$ cat src/rtl/mem_ctrl.sv
// mem_ctrl: byte-wide RAM port shared between MEM-stage byte accesses
// (always first) and a 4-byte little-endian instruction-fetch engine for IF.
// Optional macro MEMCTRL_IF_FLUSH_EN adds if_flush_i to abort a fetch.
module mem_ctrl #(
    parameter int unsigned RAM_AW = 17
) (
    input  logic              clk,
    input  logic              rst,
    input  logic              mem_req_i,
    input  logic              mem_r_w_i,
    input  logic [31:0]       mem_addr_i,
    input  logic [7:0]        mem_wdata_i,
    output logic [7:0]        mem_rdata_o,
    input  logic              if_req_i,
    input  logic [31:0]       if_addr_i,
    output logic [31:0]       if_inst_o,
    output logic              if_done_o,
    input  logic [7:0]        ram_din_i,
    output logic [7:0]        ram_dout_o,
    output logic [RAM_AW-1:0] ram_addr_o,
    output logic              ram_wr_o
`ifdef MEMCTRL_IF_FLUSH_EN
    ,
    input  logic              if_flush_i
`endif
);

    localparam int unsigned AW     = 32;
    localparam int unsigned DW     = 8;
    localparam int unsigned IW     = 32;
    localparam int unsigned IDXW   = 3;
    localparam int unsigned PIDXW  = 2;
    localparam int unsigned BUFW   = 24;
    localparam int unsigned NBYTES = 4;

    typedef enum logic {
        IDLE  = 1'b0,
        FETCH = 1'b1
    } state_e;

    state_e            state_q, state_d;
    logic [AW-1:0]     fetch_addr_q, fetch_addr_d;
    logic [IDXW-1:0]   issue_idx_q, issue_idx_d;
    logic              pend_q, pend_d;
    logic [PIDXW-1:0]  pend_idx_q, pend_idx_d;
    logic [BUFW-1:0]   buf_q, buf_d;
    logic [IW-1:0]     if_inst_q, if_inst_d;
    logic              if_done_q, if_done_d;

    logic              flush_c;
    logic              accept_c;
    logic              slot_free_c;
    logic              grant_c;
    logic              last_cap_c;
    logic [AW-1:0]     addr_sel_c;
    logic              unused_addr_c;

`ifdef MEMCTRL_IF_FLUSH_EN
    assign flush_c = if_flush_i;
`else
    assign flush_c = 1'b0;
`endif

    // Control terms shared by the FSM and datapath
    assign slot_free_c = (state_q == FETCH) && (issue_idx_q < IDXW'(NBYTES));
    assign grant_c     = slot_free_c && !mem_req_i;
    assign last_cap_c  = pend_q && (pend_idx_q == PIDXW'(NBYTES - 1));
    assign accept_c    = (state_q == IDLE) && if_req_i && !if_done_q;

    assign mem_rdata_o = ram_din_i;
    assign if_inst_o   = if_inst_q;
    assign if_done_o   = if_done_q;

    // State and datapath registers, synchronous reset
    always_ff @(posedge clk) begin
        if (rst) begin
            state_q      <= IDLE;
            fetch_addr_q <= '0;
            issue_idx_q  <= '0;
            pend_q       <= 1'b0;
            pend_idx_q   <= '0;
            buf_q        <= '0;
            if_inst_q    <= '0;
            if_done_q    <= 1'b0;
        end else begin
            state_q      <= state_d;
            fetch_addr_q <= fetch_addr_d;
            issue_idx_q  <= issue_idx_d;
            pend_q       <= pend_d;
            pend_idx_q   <= pend_idx_d;
            buf_q        <= buf_d;
            if_inst_q    <= if_inst_d;
            if_done_q    <= if_done_d;
        end
    end

    // Next-state logic; a flush overrides both acceptance and completion
    always_comb begin
        state_d = state_q;
        if (flush_c) begin
            state_d = IDLE;
        end else begin
            case (state_q)
                IDLE:    if (accept_c)   state_d = FETCH;
                FETCH:   if (last_cap_c) state_d = IDLE;
                default: state_d = IDLE;
            endcase
        end
    end

    // Fetch datapath: issue bytes on granted slots, capture the byte issued last cycle
    always_comb begin
        fetch_addr_d = fetch_addr_q;
        issue_idx_d  = issue_idx_q;
        pend_d       = 1'b0;
        pend_idx_d   = pend_idx_q;
        buf_d        = buf_q;
        if_inst_d    = if_inst_q;
        if_done_d    = 1'b0;

        if (flush_c) begin
            issue_idx_d = '0;
            pend_idx_d  = '0;
        end else if (accept_c) begin
            fetch_addr_d = if_addr_i;
            issue_idx_d  = '0;
            pend_idx_d   = '0;
        end else if (state_q == FETCH) begin
            if (grant_c) begin
                pend_d      = 1'b1;
                pend_idx_d  = issue_idx_q[PIDXW-1:0];
                issue_idx_d = issue_idx_q + IDXW'(1);
            end
            // The pending byte belongs to IF even if MEM owns the port now
            if (pend_q) begin
                case (pend_idx_q)
                    2'd0: buf_d[7:0]   = ram_din_i;
                    2'd1: buf_d[15:8]  = ram_din_i;
                    2'd2: buf_d[23:16] = ram_din_i;
                    default: begin
                        if_inst_d = {ram_din_i, buf_q};
                        if_done_d = 1'b1;
                    end
                endcase
            end
        end
    end

    // RAM port mux, MEM first
    always_comb begin
        addr_sel_c = '0;
        ram_wr_o   = 1'b0;
        ram_dout_o = '0;
        if (mem_req_i) begin
            addr_sel_c = mem_addr_i;
            ram_wr_o   = mem_r_w_i;
            ram_dout_o = mem_wdata_i;
        end else if (slot_free_c) begin
            addr_sel_c = fetch_addr_q + AW'(issue_idx_q);
            ram_dout_o = DW'(0);
        end
    end

    assign ram_addr_o    = addr_sel_c[RAM_AW-1:0];
    assign unused_addr_c = ^addr_sel_c[AW-1:RAM_AW];

endmodule

$ cat config.mk
export PLATFORM = sky130hd
export DESIGN_NAME = mem_ctrl
export DESIGN_NICKNAME = d
export VERILOG_FILES = /design/src/rtl/mem_ctrl.sv
export SDC_FILE = /design/constraint.sdc
export NUM_CORES = 1
export LEC_CHECK = 0
export CAP_MARGIN = 30
export CORE_MARGIN = 8
export CORE_UTILIZATION = 41
export CTS_BUF_LIST = sky130_fd_sc_hd__clkbuf_8
export DETAILED_ROUTE_END_ITERATION = 8
export PLACE_DENSITY_LB_ADDON = 0.05
export REMOVE_ABC_BUFFERS = 1
export SLEW_MARGIN = 15
export SYNTH_ARGS = -nofsm -noshare
export SYNTH_HDL_FRONTEND = slang
export SYNTH_SLANG_ARGS = --single-unit
$ cat constraint.sdc
create_clock -name clk -period 6.3 [get_ports clk]
set_input_delay 1.26 -clock clk [delete_from_list [all_inputs] [get_ports clk]]
set_output_delay 1.26 -clock clk [all_outputs]
set_load 0.02 [all_outputs]
; Word-level counts from Yosys, hierarchy flattened
; Index checks and enable logic that the tools add are counted.
[op_classes]
addsub = 2
magnitude_cmp = 1
n_eq_ne = 3
n_mux = 9
bitwise_logic = 4
n_reduce_logical = 17
[ops]
columns = operator, n
row1 = 17-bit two-way mux, 2
row2 = 17-bit by 3-bit adder with 17-bit output, 1
row3 = 4-bit AND reduction, 4
row4 = 8-bit two-way mux, 1
row5 = 3-bit OR reduction, 2
row6 = 1-bit logical AND, 5
row7 = 1-bit two-way mux, 5
row8 = 2-bit equality test (second input constant), 2
row9 = 1-bit inverter, 4
row10 = 4-bit OR reduction, 1
row11 = 3-bit by 1-bit adder with 3-bit output (second input constant), 1
row12 = 3-bit less-than comparator (second input constant), 1
row13 = 2-bit by 1-bit equality test with 1-bit output (second input constant), 1
row14 = 1-bit zero test, 2
row15 = 2-bit zero test, 1
row16 = 1-bit case mux with 2 select lines, 1
row17 = 2-bit AND reduction, 1
row18 = 2-bit OR reduction, 1
[totals]
regBits = 81
output_inout_bits = 67
wordCells = 46

; Longest topological paths before layout
[logic_depth]
ltp_word = 5
depth_mapped = 7
depth_no_buf = 7

; Worst setup path before layout
; Ideal clock, no wire load.
[synth_timing]
kind = in2out
startpoint = in mem_req_i
endpoint = out ram_addr_o[2]
t_arrival_ps = 2328
required_ps = 5040
slack_ps = 2712
path_stages = 4
n_path_buf = 2
cell_sequence = or3b_1 buf_2 buf_1 o21ai_1
[synth_via]
elab_chain_cells = 1
[synth_rtl]
columns = element, line_no
row1 = from (decl), 9  ; input logic mem_req_i,
row2 = 17-bit two-way mux, 154  ; if (mem_req_i) begin
row3 = to (decl), 20  ; output logic [RAM_AW-1:0] ram_addr_o,
; No other way between the ends.

; Worst setup path after layout
[layout_timing]
startpoint = in mem_req_i
endpoint = out ram_addr_o[10]
; Same word-level chain as after synthesis.

==> flow_summary.toml <==
[route]
drtPass1Iterations = 4
vias = 3421
antenna_left = 0
routedWlPerCell_um = 14.3
drc = 0
drt-initial-drc-count = 122
avgViaCountPerCell = 4.99
wl_mm = 9.80

[global_routing]
grt_first_pass_wirelength_mm = 16.2
overflow = 0
grt_pass1_vias = 3390
antenna_found_initial = 0
track_usage_pct = 16.6
grt_max_degree = 78

[yosys]
synth_ff_type = "dfxtp_1"
ys_ff_latch = 81
synth_most_common_cell = "nand2_1"
avgSynthCellArea_sq_um = 7.64
ys_types = 53
synthAdderAreaFrac_pct = 1.95
ys_async_sr_fraction_pct = 0
synthMuxAreaShare_pct = 0
synth_top_area_share_pct = 45.2
yosysWarnings = 0
ys_seq_area_share_pct = 45.2
synth_compound_area_share_pct = 17.4
syn_inst = 470
synth-xor-area-share_pct = 2.20
synth-edff-count = 0
synth_area_sq_um = 3590
synth-simple-area-share_pct = 27.2
yosys-top-cells-count = "168 x nand2_1, 81 x a21oi_1, 81 x dfxtp_1"
yosysTopAreaCell = "dfxtp_1"
synth.area.top_cells = "dfxtp_1 45%, nand2_1 18%, a21oi_1 11%, buf_4 1.7%, clkbuf_1 1.7%"
synth_top_family_by_area = "simple AND/OR/NAND/NOR gates"

[worst_setup_path]
ff2ff_path_depth = 5
r2r_start = "state_q"
end_kind = "output pin"
crit_path_max_fanout = 29
timing.rr.end = "if_inst_o[31]"
cp-start-kind = "input pin"
cp.arrival_ns = 3.92
crit_required_ns = 5.04
criticalPathCategory = "in -> out"
r2r_slack_ns = 4.50

[floorplan]
die_y_um = 110
core_sq_um = 8590
rows = 34
start_util_pct = 41.8
die_w_um = 110
dieArea_sq_um = 12000
io_pins = 152

[place]
place_hpwl_mm = 6.93
routabilityCongestion = 0.798
placed_cells = 669
dpl-instance-area_sq_um = 4780
port_buffers = 121

[cts]
hold_buffers = 0
cts_buffer_depth = 2
clock_sinks = 81
ctsResizeCount = 0
cts_setup_buffers = 0
htreeDepth = 3
clk_latency_ns = 0.34
path_clk_slew_ns = 0.09
tritoncts = "yes"
numCtsBuffers = 9
cts_root_buf = "clkbuf_8"

[pwr]
p_int_mw = 0.849
leakagePower_nw = 1.71
peakVddDrop_mv = 0.146
power_density_nw_per_um2 = 220
power_frac_comb_pct = 11.6
p_switching_mw = 0.259
seqPwrFrac_pct = 47.7
sw_frac_of_total_pct = 23.3
p_total_mw = 1.11
clockPowerShare_pct = 40.7

[sta]
post-route-period-util_pct = 82.2
fmax_mhz = 193
fin_crit_ns = 5.18
worstMarginPinSlew_ns = 0.830
setup_tns_ns = 0
setup_viol = 0
maxSlewHeadroom_pct = 44.6
maxSlewViolCount = 0
skew_ns = 0.0143
rsz0062_at_grt = "false"
hold_viol_final = 0

[outcome]
outcome = "completed"

[final_layout]
layout.nets = 663
fillers = 826
drive_above_1_share_pct = 6.24
stdcell_count = 685
final_area_sq_um = 5030
syn2layout_area_growth_pct = 40.1
register_area_sq_um = 1620
n_antenna_cell = 0
multi_input_area_sq_um = 1750

[min_path]
min_to = "if_inst_o[5]"
whs_path_depth = 2
min_from = "buf_q[5]"
hp-class = "reg -> reg"

[flow_run]
drv_cap = 0
## cells by family after synthesis
logic type,after synthesis
flip-flops,81
AND/OR/NAND/NOR,222
XOR/XNOR,9
AO/OA/AOI/OAI,110
buffers and inverters,43
adder cells (fa/ha/maj),5
## how the worst max path moves through the flow
stage	to	startpoint	cells past startpoint
after floorplan	ram_addr_o[10]	mem_req_i	3
after global placement	ram_addr_o[10]	mem_req_i	6
after detailed placement	ram_addr_o[10]	mem_req_i	6
after CTS	ram_addr_o[10]	mem_req_i	6
after global routing	ram_addr_o[10]	mem_req_i	6
final	ram_addr_o[10]	mem_req_i	6
## cells in the final DEF, fill, tap and decap left out, types with 2 or more instances in the layout
cell,netlist,layout
o21ai_1,9,9
xor2_1,4,4
nor4_1,2,2
ha_1,4,4
and2_1,9,9
a211o_1,2,2
nor2_1,8,7
nand2_1,168,168
inv_1,7,7
a21oi_1,81,81
nor3_1,4,4
clkbuf_8,1,9
buf_4,8,6
a32oi_1,2,2
nand4_1,4,4
dfxtp_1,81,81
o211ai_1,4,4
clkdlybuf4s50_1,0,120
nand3_1,7,7
xnor2_1,5,5
or3_1,3,3
bufinv_16,0,3
nor3_2,2,2
nor3b_2,2,2
## critical path: stages
cell and delay (ns):
clkdlybuf4s50_1 0.40, buf_4 0.22, or3b_1 0.70, or4_1 0.62, nand3_1 0.10, clkdlybuf4s50_1 0.61
## layout make-up
cell class | count | share of cell area (%)
clock buffers | 9 | 2.46
clock inverters | 6 | 2.29
inverters | 8 | 0.597
multi-input cells | 346 | 34.9
flip-flops and latches | 81 | 32.2
well taps | 108 | 2.69
repair buffers | 127 | 24.9
## flip-flops by register name (all words and copies together), names as in the netlist
| signal | count |
|---|---|
| fetch_addr_q | 17 |
| if_inst_o | 32 |
| pend_q | 1 |
| pend_idx_q | 2 |
| if_done_o | 1 |
| state_q | 1 |
| buf_q | 24 |
| issue_idx_q | 3 |
## power groups by stage
| stage | registers [mW] | logic [mW] | clock network, mW |
|---|---|---|---|
| after detailed placement | 0.541 | 0.128 | 0 |
| after CTS | 0.529 | 0.129 | 0.461 |
| after floorplan | 0.539 | 0.0438 | 0 |
| after global routing | 0.531 | 0.139 | 0.479 |
| final | 0.529 | 0.128 | 0.451 |
| after global placement | 0.541 | 0.128 | 0 |
## layer usage
layer,vias up,GRT usage (%),wire length [um]
met5,-,0,0
met4,0,5.69,152
met3,11,4.45,858
met2,99,25.8,4290
met1,1542,21.6,4500
li1,1769,-,-
## metrics by stage
stage | utilization (%) | setup WS (ns) | hold WS (ns)
after global routing | 58.5 | 1.01 | 0.482
after floorplan | - | 2.48 | 0.426
after detailed placement | 55.7 | 1.14 | 0.446
after CTS | 58.4 | 1.11 | 0.459
final | 58.5 | 1.12 | 0.457
after global placement | 55.7 | 1.14 | 0.436
(Power assumes the default switching activity.)
==> variant (same flow settings) <==
Put a register stage on the output `ram_addr_o`, cleared by the reset. The value now appears one clock later. The other outputs are not delayed to match.
--- a/src/rtl/mem_ctrl.sv
+++ b/src/rtl/mem_ctrl.sv
@@ -162,5 +162,11 @@
     end
 
-    assign ram_addr_o    = addr_sel_c[RAM_AW-1:0];
+    always_ff @(posedge clk) begin
+        if (rst) begin
+            ram_addr_o <= '0;
+        end else begin
+            ram_addr_o <= addr_sel_c[RAM_AW-1:0];
+        end
+    end
     assign unused_addr_c = ^addr_sel_c[AW-1:RAM_AW];
 
Check against the original RTL: not equivalent (Yosys sat finds a counterexample within 4 cycles, from zero or initial values and one cycle with rst high).
==> variant against the unedited design <==
  * Worst setup slack better by 1200 ps
  * Final cell count is 2.3% higher
  * Synthesized cell count is 2.1% higher
  * Wire length is 5.2% higher
  * Sequential cell count is 17 higher
  * Final area is 4.4% higher
  * Worst hold slack worse by 8.5 ps
  * Synthesized area is 6.8% higher
  * Total power is 2.7% higher
==> variant: results (changes against the unedited design) <==
<table>
<tr><th>Metric</th><th>Value</th></tr>
<tr><th colspan="2">Status</th></tr>
<tr><td>Result of the run</td><td>finished, final reports clean</td></tr>
<tr><th colspan="2">Routing</th></tr>
<tr><td>Post-detailed-routing wire length</td><td>10300 um (+5.2%)</td></tr>
<tr><td>Vias after detailed routing</td><td>3488 (+2.0%)</td></tr>
<tr><td>Length of routed met3 wiring</td><td>837 um (-2.4%)</td></tr>
<tr><td>Sum of routed wire segments on met1</td><td>4640 um (+3.1%)</td></tr>
<tr><th colspan="2">Yosys</th></tr>
<tr><td>Library cells used by synthesis</td><td>38 (-28%)</td></tr>
<tr><td>Compound-cell area share of the yosys netlist</td><td>14.8% (-2.6 points)</td></tr>
<tr><td>Average footprint of a synthesized cell</td><td>7.99 sq um (+4.6%)</td></tr>
<tr><td>Area share of fa/ha/maj cells after synthesis</td><td>1.83% (-0.12 points)</td></tr>
<tr><th colspan="2">Power</th></tr>
<tr><td>Clock network fraction of total power</td><td>33.1% (-7.6 points)</td></tr>
<tr><td>Leakage power</td><td>1.81 nW (+6.2%)</td></tr>
<tr><td>Sw Share</td><td>26.1% (+2.7 points)</td></tr>
<tr><th colspan="2">Worst setup path</th></tr>
<tr><td>Worst setup path endpoint</td><td>ram_dout_o[2]</td></tr>
<tr><td>Crit path arrival time</td><td>2730 ps (-1190 ps)</td></tr>
<tr><td>Longest individual stage delay on the worst path</td><td>660 ps (-40 ps)</td></tr>
<tr><th colspan="2">Global routing</th></tr>
<tr><td>Pin count of the biggest net entering global routing</td><td>79 (+1.3%)</td></tr>
<tr><td>Tot GR Track Use</td><td>16.4% (-0.18 points)</td></tr>
<tr><td>Met2 GRT Util</td><td>26.1% (+0.34 points)</td></tr>
<tr><td>M3 GR Usage</td><td>5.86% (+1.4 points)</td></tr>
<tr><th colspan="2">Cells and area</th></tr>
<tr><td>Sequential cell area</td><td>1960 sq um (+21%)</td></tr>
<tr><td>Clock-cell share</td><td>3.41% (-1.3 points)</td></tr>
<tr><td>Non-CTS inverters</td><td>7 (-1)</td></tr>
<tr><td>Non-Filler Instances</td><td>701 (+2.3%)</td></tr>
<tr><td>Multi-input gate share of total cell area</td><td>32.2% (-2.7 points)</td></tr>
<tr><td>Layout multi-input combinational cell count</td><td>342 (-1.2%)</td></tr>
<tr><td>Number of fillers in the final layout</td><td>884 (+7.0%)</td></tr>
<tr><td>Non-clock buffer share</td><td>23.9% (-0.96 points)</td></tr>
<tr><th colspan="2">Min path</th></tr>
<tr><td>Hold worst-path end</td><td>if_inst_o[10]</td></tr>
<tr><td>Hold Crit Start</td><td>buf_q[10]</td></tr>
<tr><th colspan="2">Placement</th></tr>
<tr><td>Number of placed instances with taps included</td><td>684 (+2.2%)</td></tr>
<tr><td>Placed wire-length estimate</td><td>7390 um (+6.6%)</td></tr>
<tr><td>Final GP Congestion</td><td>0.745 (-6.6%)</td></tr>
<tr><th colspan="2">CTS</th></tr>
<tr><td>Clock tree sinks</td><td>98 (+21%)</td></tr>
</table>
[variant: changes by cell type after synthesis, sizes merged, moves of 3 or more]
cell,before,now
nor2,8,13
nand2,169,166
clkbuf,17,21
nor3,6,3
buf,18,12
dfxtp,81,98
[variant: stage by stage]
stage / hold WS [ps] / power (mW) / setup WS (ps) / instance area, sq um
4_1_cts: 452 / 1.15 / 2300 / 5250
3_5_place_dp: 444 / 0.776 / 2300 / 5070
2_1_floorplan: 426 / 0.693 / 3560 / 3680
3_3_place_gp: 437 / 0.773 / 2340 / 5050
5_1_grt: 472 / 1.19 / 2210 / 5250
6_report: 448 / 1.14 / 2310 / 5250
[variant: cells by family (layout without fill, tap and decap cells)]
kind of cell               count (synthesis)  in the layout
and+or+nand+nor                          220            220
DFF                                       98             98
AOI/OAI and AO/OA                        105            105
xor gates and xnor gates                  10             10
buffers and inverters                     40            150
muxes                                      2              2
adders and majority gates                  5              5
